`config.mk`:
```
export PLATFORM = sky130hd
export DESIGN_NAME = spart_receiver
export DESIGN_NICKNAME = d
export VERILOG_FILES = /design/src/rtl/spart_receiver_pkg.sv /design/src/rtl/spart_receiver_rx_sync.sv /design/src/rtl/spart_receiver.sv
export SDC_FILE = /design/constraint.sdc
export NUM_CORES = 1
export LEC_CHECK = 0
export ABC_AREA = 1
export BUFFER_PORTS_ARGS = -buffer_cell sky130_fd_sc_hd__buf_2
export CAP_MARGIN = 20
export CORE_UTILIZATION = 40
export CTS_CLUSTER_DIAMETER = 80
export DETAILED_ROUTE_END_ITERATION = 12
export SYNTH_ARGS = -nofsm -noshare
export SYNTH_HDL_FRONTEND = slang
export SYNTH_SLANG_ARGS = --single-unit
```
`constraint.sdc`:
```
create_clock -name clk -period 2.6 [get_ports clk]
set_input_delay 0.78 -clock clk [delete_from_list [all_inputs] [get_ports clk]]
set_output_delay 0.78 -clock clk [all_outputs]
set_load 0.1 [all_outputs]
```
`src/rtl/spart_receiver_pkg.sv`:
```
// Shared SPART receive-side definitions: FSM states, frame-geometry defaults and register map.
package spart_receiver_pkg;

  localparam int OVERSAMPLE_DEF = 16;
  localparam int DATA_BITS_DEF  = 8;
  localparam int MID_TICK       = OVERSAMPLE_DEF / 2 - 1;

  localparam logic [1:0] DATA_ADDR = 2'b00;

  typedef enum logic [1:0] {
    ST_IDLE,
    ST_START,
    ST_DATA,
    ST_STOP
  } rx_state_e;

  function automatic int mid_tick_of(input int oversample);
    return oversample / 2 - 1;
  endfunction

endpackage

```
`src/rtl/spart_receiver_rx_sync.sv`:
```
// Two-flop synchronizer for an asynchronous level; two clk latency, no flow control.
// Reset value is a parameter so idle-high and idle-low lines can share it.
module rx_sync #(
  parameter logic RESET_VAL = 1'b1
) (
  input  logic clk_i,
  input  logic rst_ni,
  input  logic d_i,
  output logic q_o
);

  logic meta_q;
  logic sync_q;

  always_ff @(posedge clk_i or negedge rst_ni) begin
    if (!rst_ni) begin
      meta_q <= RESET_VAL;
      sync_q <= RESET_VAL;
    end else begin
      meta_q <= d_i;
      sync_q <= meta_q;
    end
  end

  assign q_o = sync_q;

endmodule

```
`src/rtl/spart_receiver.sv`:
```
// SPART receiver: oversampled UART RX with data/status register; RDA one clk after the stop-bit mid sample.
// No backpressure: an unread byte is overwritten and flagged by OVR.
module spart_receiver
  import spart_receiver_pkg::*;
#(
  parameter int OVERSAMPLE = OVERSAMPLE_DEF,
  parameter int DATA_BITS  = DATA_BITS_DEF
) (
  input  logic                 clk,
  input  logic                 rst,
  input  logic                 RxD,
  input  logic                 Enable,
  input  logic [1:0]           IOADDR,
  input  logic                 IORW,
  output logic [DATA_BITS-1:0] RX_DATA,
  output logic                 RDA,
  output logic                 FE,
  output logic                 OVR
);

  localparam int CNT_W = $clog2(OVERSAMPLE);
  localparam int BIT_W = $clog2(DATA_BITS);
  localparam logic [CNT_W-1:0] MID       = CNT_W'(mid_tick_of(OVERSAMPLE));
  localparam logic [CNT_W-1:0] LAST_TICK = CNT_W'(OVERSAMPLE - 1);
  localparam logic [BIT_W-1:0] LAST_BIT  = BIT_W'(DATA_BITS - 1);

  logic rx_s;

  rx_sync #(
    .RESET_VAL(1'b1)
  ) u_rx_sync (
    .clk_i (clk),
    .rst_ni(rst),
    .d_i   (RxD),
    .q_o   (rx_s)
  );

  rx_state_e            state_q, state_d;
  logic [CNT_W-1:0]     cnt_q, cnt_d;
  logic [BIT_W-1:0]     bit_q, bit_d;
  logic [DATA_BITS-1:0] shift_q, shift_d;
  logic [DATA_BITS-1:0] rx_data_q, rx_data_d;
  logic                 rda_q, rda_d;
  logic                 fe_q, fe_d;
  logic                 ovr_q, ovr_d;
  logic                 load;
  logic                 rd_hit;

  assign rd_hit = IORW && (IOADDR == DATA_ADDR);

  always_ff @(posedge clk or negedge rst) begin
    if (!rst) begin
      state_q   <= ST_IDLE;
      cnt_q     <= '0;
      bit_q     <= '0;
      shift_q   <= '0;
      rx_data_q <= '0;
      rda_q     <= 1'b0;
      fe_q      <= 1'b0;
      ovr_q     <= 1'b0;
    end else begin
      state_q   <= state_d;
      cnt_q     <= cnt_d;
      bit_q     <= bit_d;
      shift_q   <= shift_d;
      rx_data_q <= rx_data_d;
      rda_q     <= rda_d;
      fe_q      <= fe_d;
      ovr_q     <= ovr_d;
    end
  end

  always_comb begin
    state_d   = state_q;
    cnt_d     = cnt_q;
    bit_d     = bit_q;
    shift_d   = shift_q;
    rx_data_d = rx_data_q;
    rda_d     = rda_q;
    fe_d      = fe_q;
    ovr_d     = ovr_q;
    load      = 1'b0;

    if (Enable) begin
      case (state_q)
        ST_IDLE: begin
          if (!rx_s) begin
            state_d = ST_START;
            cnt_d   = CNT_W'(1);
          end
        end
        ST_START: begin
          cnt_d = cnt_q + 1'b1;
          if (cnt_q == MID) begin
            // Line back high at mid start bit is a glitch, not a frame.
            cnt_d   = '0;
            bit_d   = '0;
            state_d = rx_s ? ST_IDLE : ST_DATA;
          end
        end
        ST_DATA: begin
          cnt_d = cnt_q + 1'b1;
          if (cnt_q == LAST_TICK) begin
            shift_d = {rx_s, shift_q[DATA_BITS-1:1]};
            cnt_d   = '0;
            bit_d   = bit_q + 1'b1;
            if (bit_q == LAST_BIT) begin
              state_d = ST_STOP;
            end
          end
        end
        ST_STOP: begin
          cnt_d = cnt_q + 1'b1;
          if (cnt_q == LAST_TICK) begin
            load    = 1'b1;
            cnt_d   = '0;
            state_d = ST_IDLE;
          end
        end
        default: state_d = ST_IDLE;
      endcase
    end

    // A load beats a coincident read; that read still suppresses OVR.
    if (load) begin
      rx_data_d = shift_q;
      rda_d     = 1'b1;
      fe_d      = ~rx_s;
      ovr_d     = rd_hit ? 1'b0 : (ovr_q | rda_q);
    end else if (rd_hit) begin
      rda_d = 1'b0;
      fe_d  = 1'b0;
      ovr_d = 1'b0;
    end
  end

  assign RX_DATA = rx_data_q;
  assign RDA     = rda_q;
  assign FE      = fe_q;
  assign OVR     = ovr_q;

endmodule

```
# Word-level counts from Yosys, hierarchy flattened
# Index checks and enable logic that the tools add are counted.
# word_totals
reg_bits	30
inputBits	7
elab_cells	57
out_inout_bits	11
# op_classes
n_mux	22
eq_ne	11
bitwise_logic	2
reduce_logical	10
add_sub_neg	2
# ops
operator	count
2-bit two-way mux	6
4-bit two-way mux	3
4-bit case mux with 3 select lines	1
2-bit inequality test (second input constant)	5
1-bit two-way mux	8
2-bit case mux with 4 select lines	1
3-bit two-way mux	2
3-bit case mux with 2 select lines	1
6-bit AND reduction	1
4-bit by 1-bit adder with 4-bit output (second input constant)	1
2-bit == test (second input constant)	2
4-bit by 3-bit == test with 1-bit output (second input constant)	1
4-bit == test (second input constant)	1
2-bit zero test	2
4-bit AND reduction	1
2-bit nonzero test	2
3-bit by 1-bit adder with 3-bit output (second input constant)	1
3-bit == test (second input constant)	1
3-bit AND reduction	1
2-bit by 1-bit == test with 1-bit output (second input constant)	1
2-bit AND reduction	1
2-bit OR reduction	1
1-bit logical AND	1
1-bit inverter	1
1-bit bitwise OR	1

# Longest topological paths before layout
# Gate-level depths: netlist of the first run.
# logic_depth
ltp_word	5
ltp_mapped	8
depth_no_buf	8

# Hierarchy
# From an unflattened synthesis of the first run, not the netlist that was laid out.
# hier_totals
cells_unflattened	147
area_unflattened_um2	1375.1
# modules_own_cells
mod	seq_area_each_um2	area_per_inst_um2	instances	cells_each
spart_receiver	700.7	1322.5	1	145
rx_sync	52.6	52.6	1	2

# Least setup slack after synthesis of the first run
# Ideal clock, no wire load.
# synth_path
kind	register to output
startpoint	reg fe_q, in the netlist FE
endpoint	out FE
arrival_ps	898
stages_incl_launch_ff	1
n_path_buf	0
setup_slack_ps	922
cell_sequence	dfrtp_1
# synth_rtl
element	line	text
from (decl)	spart_receiver.sv:44	logic fe_q, fe_d;
from (signal assigned)	spart_receiver.sv:59	fe_q <= 1'b0;
from (signal assigned)	spart_receiver.sv:68	fe_q <= fe_d;
to (decl)	spart_receiver.sv:17	output logic FE,
# No word-level cell between the ends.

# Worst setup path after layout of the first run
# layout_path
startpoint	reg fe_q, in the netlist FE
endpoint	out FE
# No word-level cell between the ends.

==> impl_metrics.tcl, run 1 <==
set metrics [dict create \
    seqPwrFrac_pct 47.7 \
    setup_viol 0 \
    die-area_um2 3620 \
    peakVddDrop_mv 0.310 \
    row_count 20 \
    worstHoldEndpoint "u_rx_sync.q_o$_DFF_PN1_" \
    synth.largest_area_cell "dfrtp_1" \
    grt_max_degree 31 \
    buffer_ports.inserted 17 \
    synth_edf_count 0 \
    finalHoldViolations 0 \
    drt_iter0_drc 59 \
    path_depth 1 \
    max_freq_mhz 525 \
    grt_pass1_vias 971 \
    yosysMostFrequentCell "nand2_1" \
    routed_wl_mm 2.34 \
    start_util_pct 43.2 \
    firstDrtPassIters 4 \
    postSynthAreaPerCell_um2 9.66 \
    diodes 0 \
    synthArstFlopShare_pct 100 \
    cp.arrival_ns 1.13 \
    ys.flop_type "dfrtp_1" \
    cts_buffers 5 \
    path_buf_inv 1 \
    path_clk_slew_ns 0.09 \
    drc_errors 0 \
    yosys_warnings 0 \
    drt.antenna.violating_nets 0 \
    crit_fanout 2 \
    place_congestion 0.762 \
    p_per_area_nw_per_um2 763 \
    hold_depth 0 \
    grtUsageTotal_pct 15.8 \
    crit_path_top_delay_cell "buf_2" \
    hold_buffers 0 \
    worst_hold_startpoint "u_rx_sync.meta_q$_DFF_PN1_" \
    outcome "finished clean" \
    worstSkewPairLatency_ns 0.33 \
    max_stage_delay_ns 0.43 \
    tightest_slew_ns 0.657 \
    p_leak_nw 0.813 \
    drv_slew 0 \
    grt_antenna_before_repair 0 \
    yosysTopAreaCellShare_pct 51.8 \
    p_total_mw 1.18 \
    netlist_area_um2 1350 \
    maxCapViolations 0 \
    cts_tree "built" \
    hold_slack_ns 0.369 \
    overflow 0 \
    yosysUniqueCellTypes 22 \
    die_x_um 60.2 \
    fill_cells 313 \
    fin_crit_sh_pct 73.3 \
    cts_setup_buffers 0 \
    rsz0062_at_grt "false" \
    dp_hpwl_mm 1.65 \
    p_comb_share_pct 21.8 \
    r2r_end "bit_q[1]$_DFFE_PN0P_" \
    setup_tns_ns 0 \
    cts_resized 0 \
    critPathLaunchType "register" \
    ff2ff_setup_slack_ns 1.13 \
    r2r-start "cnt_q[0]$_DFFE_PN0P_" \
    die_h_um 60.2 \
    period_needed_ns 1.91 \
    area_growth_pct 14.4 \
    grt_pass1_wl_mm 4.08 \
    routedWlPerCell_um 11.3 \
    core-area_um2 3130 \
    viasPerCell 4.72 \
    clock_power_share_pct 30.6 \
    synth.area.top_cells "dfrtp_1, nand2_1, o21ai_2" \
    slew_headroom_pct 56.2 \
    clock-skew-final_ns 0.00726 \
    critical_path_class "register to primary output" \
    routed-via-count 977 \
    rr_worst_depth 8 \
    end_kind "primary output" \
    drive_gt1_share_pct 28.8 \
    final_cells 207 \
    htreeDepth 2 \
    p_int_mw 0.796 \
    p_sw_mw 0.384 \
    worstPathRequired_ns 1.82 \
    synth_nets 150 \
    crit_family "buffers and inverters" \
    cts_root_buf "clkbuf_4" \
    crit_chain "buf_2" \
    dp_cells 199 \
    hold_class "register to register" \
    ys_ff_latch 30 \
    syn_inst 140 \
    synth_common_cells "nand2_1, dfrtp_1, inv_1" \
    clockBufferDepth 2 \
    synth_seq_area_share_pct 55.7 \
    swShare_pct 32.6 \
    numClockSinks 30 \
    ios 18 \
    final_nets 172 \
]
## sequential cells by signal, indices dropped and copies added, names as in the netlist, named ones only
name and flops:
RX_DATA 8, FE 1, cnt_q 4, bit_q 3
u_rx_sync.q_o 1, state_q 1, OVR 1, shift_q 8
u_rx_sync.meta_q 1, RDA 1
## metal layers
metal	vias up	track usage, %	part of all wire [%]
li1	488	-	-
met1	454	18.4	45
met2	26	25.1	47
met3	9	4.76	4.6
met4	0	10.3	3.0
met5	-	0	0
## kinds of logic (layout without fill, tap and decap cells)
| group | count (synthesis) | in the layout | share of synthesized area (%) |
|---|---|---|---|
| XOR/XNOR | 2 | 2 | 1.30 |
| AND/OR/NAND/NOR | 64 | 64 | 21.8 |
| adder cells (fa/ha/maj) | 3 | 3 | 2.78 |
| flip-flops | 30 | 30 | 55.7 |
| buffers and inverters | 19 | 42 | 6.38 |
| AO/OA/AOI/OAI | 22 | 22 | 12.0 |
## layout make-up
class                   count  area, um^2  area share (%)
flip-flops and latches     30         753            48.7
multi-input cells          91         513            33.1
repair buffers             17        85.1            5.50
inverters                  17        63.8            4.12
well taps                  44        55.1            3.56
clock inverters             3        40.0            2.59
clock buffers               5        37.5            2.43
## placed cells by master, fill, tap and decap left out
master and instances:
nand2_1 41, dfrtp_1 28, buf_2 17, inv_1 16, o21ai_2 12, nand3_1 9, nor2_1 6, clkbuf_4 5
o21ai_0 4, o21ai_1 3, ha_1 3, nor2_2 2, a22o_1 2, xor2_1 2, clkinv_2 2, dfstp_2 2
nand2_2 1, nand3_2 1, nand3_4 1, inv_2 1, a21oi_1 1, nor3_1 1, nor2_4 1, nand2_4 1
bufinv_16 1
## worst max-delay path by stage
| stage | startpoint | end | slack (ns) |
|---|---|---|---|
| after global routing | FE$_DFFE_PN0P_ | FE | 0.65 |
| after global placement | Enable | bit_q[1]$_DFFE_PN0P_ | 1.02 |
| after detailed placement | Enable | register | 0.98 |
| after floorplan | FE$_DFFE_PN0P_ | FE | 0.92 |
| final | FE$_DFFE_PN0P_ | FE | 0.69 |
| after CTS | RX_DATA[7]$_DFFE_PN0P_ | RX_DATA[7] | 0.68 |
## stage by stage
step	instance area, um^2	util, %	setup slack, ns
2_1_floorplan	1350	-	0.922
3_3_place_gp	1470	47.0	1.02
3_5_place_dp	1470	47.0	0.977
4_1_cts	1550	49.5	0.682
5_1_grt	1550	49.5	0.649
6_report	1550	49.5	0.694
## power by group through the flow
stage | sequential (mW) | clock (mW) | combinational, mW
2_1_floorplan | 0.563 | 0 | 0.194
3_3_place_gp | 0.569 | 0 | 0.241
3_5_place_dp | 0.570 | 0 | 0.251
4_1_cts | 0.561 | 0.370 | 0.257
5_1_grt | 0.572 | 0.387 | 0.289
6_report | 0.562 | 0.361 | 0.257
No activity file was read; power rests on OpenSTA's default activity.
==> run 2, diff against run 1 <==
- clock period: 2.6 -> 1.8 ns (I/O delays scaled with it)
==> impl_metrics.tcl, run 2 (same netlist as run 1, synthesis figures left out) <==
set metrics [dict create \
    outcome "finished clean" \
    row_count 20 \
    ios 18 \
    drt.antenna.violating_nets 0 \
    p_int_mw 1.05 \
    clockBufferDepth 2 \
    crit_family "buffers and inverters" \
    p_leak_nw 0.813 \
    finalHoldViolations 0 \
    end_kind "primary output" \
    cts_resized 0 \
    grtUsageTotal_pct 15.7 \
    numClockSinks 30 \
    viasPerCell 4.52 \
    routedWlPerCell_um 10.6 \
    final_cell_mix "nand2_1, dfrtp_1, buf_2" \
    htreeDepth 2 \
    cp.arrival_ns 1.11 \
    mostFrequentLayoutCell "nand2_1" \
    cts_setup_buffers 0 \
    max_freq_mhz 606 \
    grt_pass1_vias 935 \
    dp_hpwl_mm 1.63 \
    buffer_ports.inserted 17 \
    die-area_um2 3620 \
    dp_cells 200 \
    die_h_um 60.2 \
    swShare_pct 33.7 \
    final_cells 208 \
    max_stage_delay_ns 0.43 \
    overflow 0 \
    p_comb_share_pct 22.8 \
    grt_pass1_wl_mm 3.97 \
    placed_area_um2 1490 \
    clock_power_share_pct 25.9 \
    seqPwrFrac_pct 51.3 \
    maxCapViolations 0 \
    setup_tns_ns 0 \
    p_sw_mw 0.535 \
    final_nets 173 \
    peakVddDrop_mv 0.441 \
    drt_iter0_drc 51 \
    cts_tree "built" \
    clock-skew-final_ns 0.00414 \
    firstDrtPassIters 4 \
    pre_cts_ws_ns 0.360 \
    critical_path_class "register to primary output" \
    path_depth 1 \
    drc_errors 0 \
    path_buf_inv 1 \
    hold_class "primary input to async pin" \
    final.setup.worst_slack_ns 0.149 \
    setup_viol 0 \
    die_x_um 60.2 \
    worstSkewPairLatency_ns 0.32 \
    tightest_slew_ns 0.484 \
    crit_chain "buf_2" \
    layout.cell_area.non_filler_um2 1550 \
    crit_fanout 2 \
    hold_buffers 0 \
    drive_gt1_share_pct 28.7 \
    cts_buffers 5 \
    rsz0062_at_grt "false" \
    hold_slack_ns 0.121 \
    path_clk_slew_ns 0.09 \
    grt_max_degree 20 \
    crit_path_top_delay_cell "buf_2" \
    p_per_area_nw_per_um2 1030 \
    fin_crit_sh_pct 91.7 \
    cts_root_buf "clkbuf_4" \
    slew_headroom_pct 67.9 \
    routed_wl_mm 2.21 \
    period_needed_ns 1.65 \
    start_util_pct 43.2 \
    critPathLaunchType "register" \
    place_congestion 0.742 \
    core-area_um2 3130 \
    drv_slew 0 \
    routed-via-count 941 \
    grt_antenna_before_repair 0 \
    worstPathRequired_ns 1.26 \
    fin_util_pct 49.6 \
    diodes 0 \
    rr_worst_depth 7 \
    p_total_mw 1.59 \
    area_growth_pct 14.6 \
]
## run 2: area by class of cell
cell class                      instances  area, um^2
Timing Repair Buffer                   18         105
Fill cell                             292        1580
Sequential cell                        30         753
Multi-Input combinational cell         91         513
Clock inverter                          1        5.00
Inverter                               17        63.8
Clock buffer                            7        55.1
Tap cell                               44        55.1
## run 2: final timing paths
kind / start / to / slack, ns
worst max-delay path: RX_DATA[0]$_DFFE_PN0P_ / RX_DATA[0] / 0.15
worst min-delay path: rst / cnt_q[1]$_DFFE_PN0P_ / 0.12
worst max register to register: cnt_q[0]$_DFFE_PN0P_ / bit_q[0]$_DFFE_PN0P_ / 0.38
worst min register to register: u_rx_sync.meta_q$_DFF_PN1_ / u_rx_sync.q_o$_DFF_PN1_ / 0.37
max in group asynchronous: rst / u_rx_sync.meta_q$_DFF_PN1_ / 1.19
min in group clk: RxD / u_rx_sync.meta_q$_DFF_PN1_ / 0.31
## run 2: metal layers
layer | track usage, % | up-vias | part of all wire [%] | routed length, um
met5 | 0 | - | 0 | 0
met4 | 8.97 | 0 | 2.3 | 50
met3 | 7.14 | 7 | 4.9 | 108
met2 | 22.1 | 19 | 45 | 985
met1 | 19.6 | 421 | 48 | 1060
li1 | - | 494 | - | -
## run 2: power groups by stage
stage	clock network (mW)	logic, mW	registers (mW)
final	0.411	0.363	0.815
after global placement	0	0.359	0.824
after CTS	0.430	0.367	0.815
after detailed placement	0	0.366	0.828
after floorplan	0	0.280	0.813
after global routing	0.462	0.423	0.826
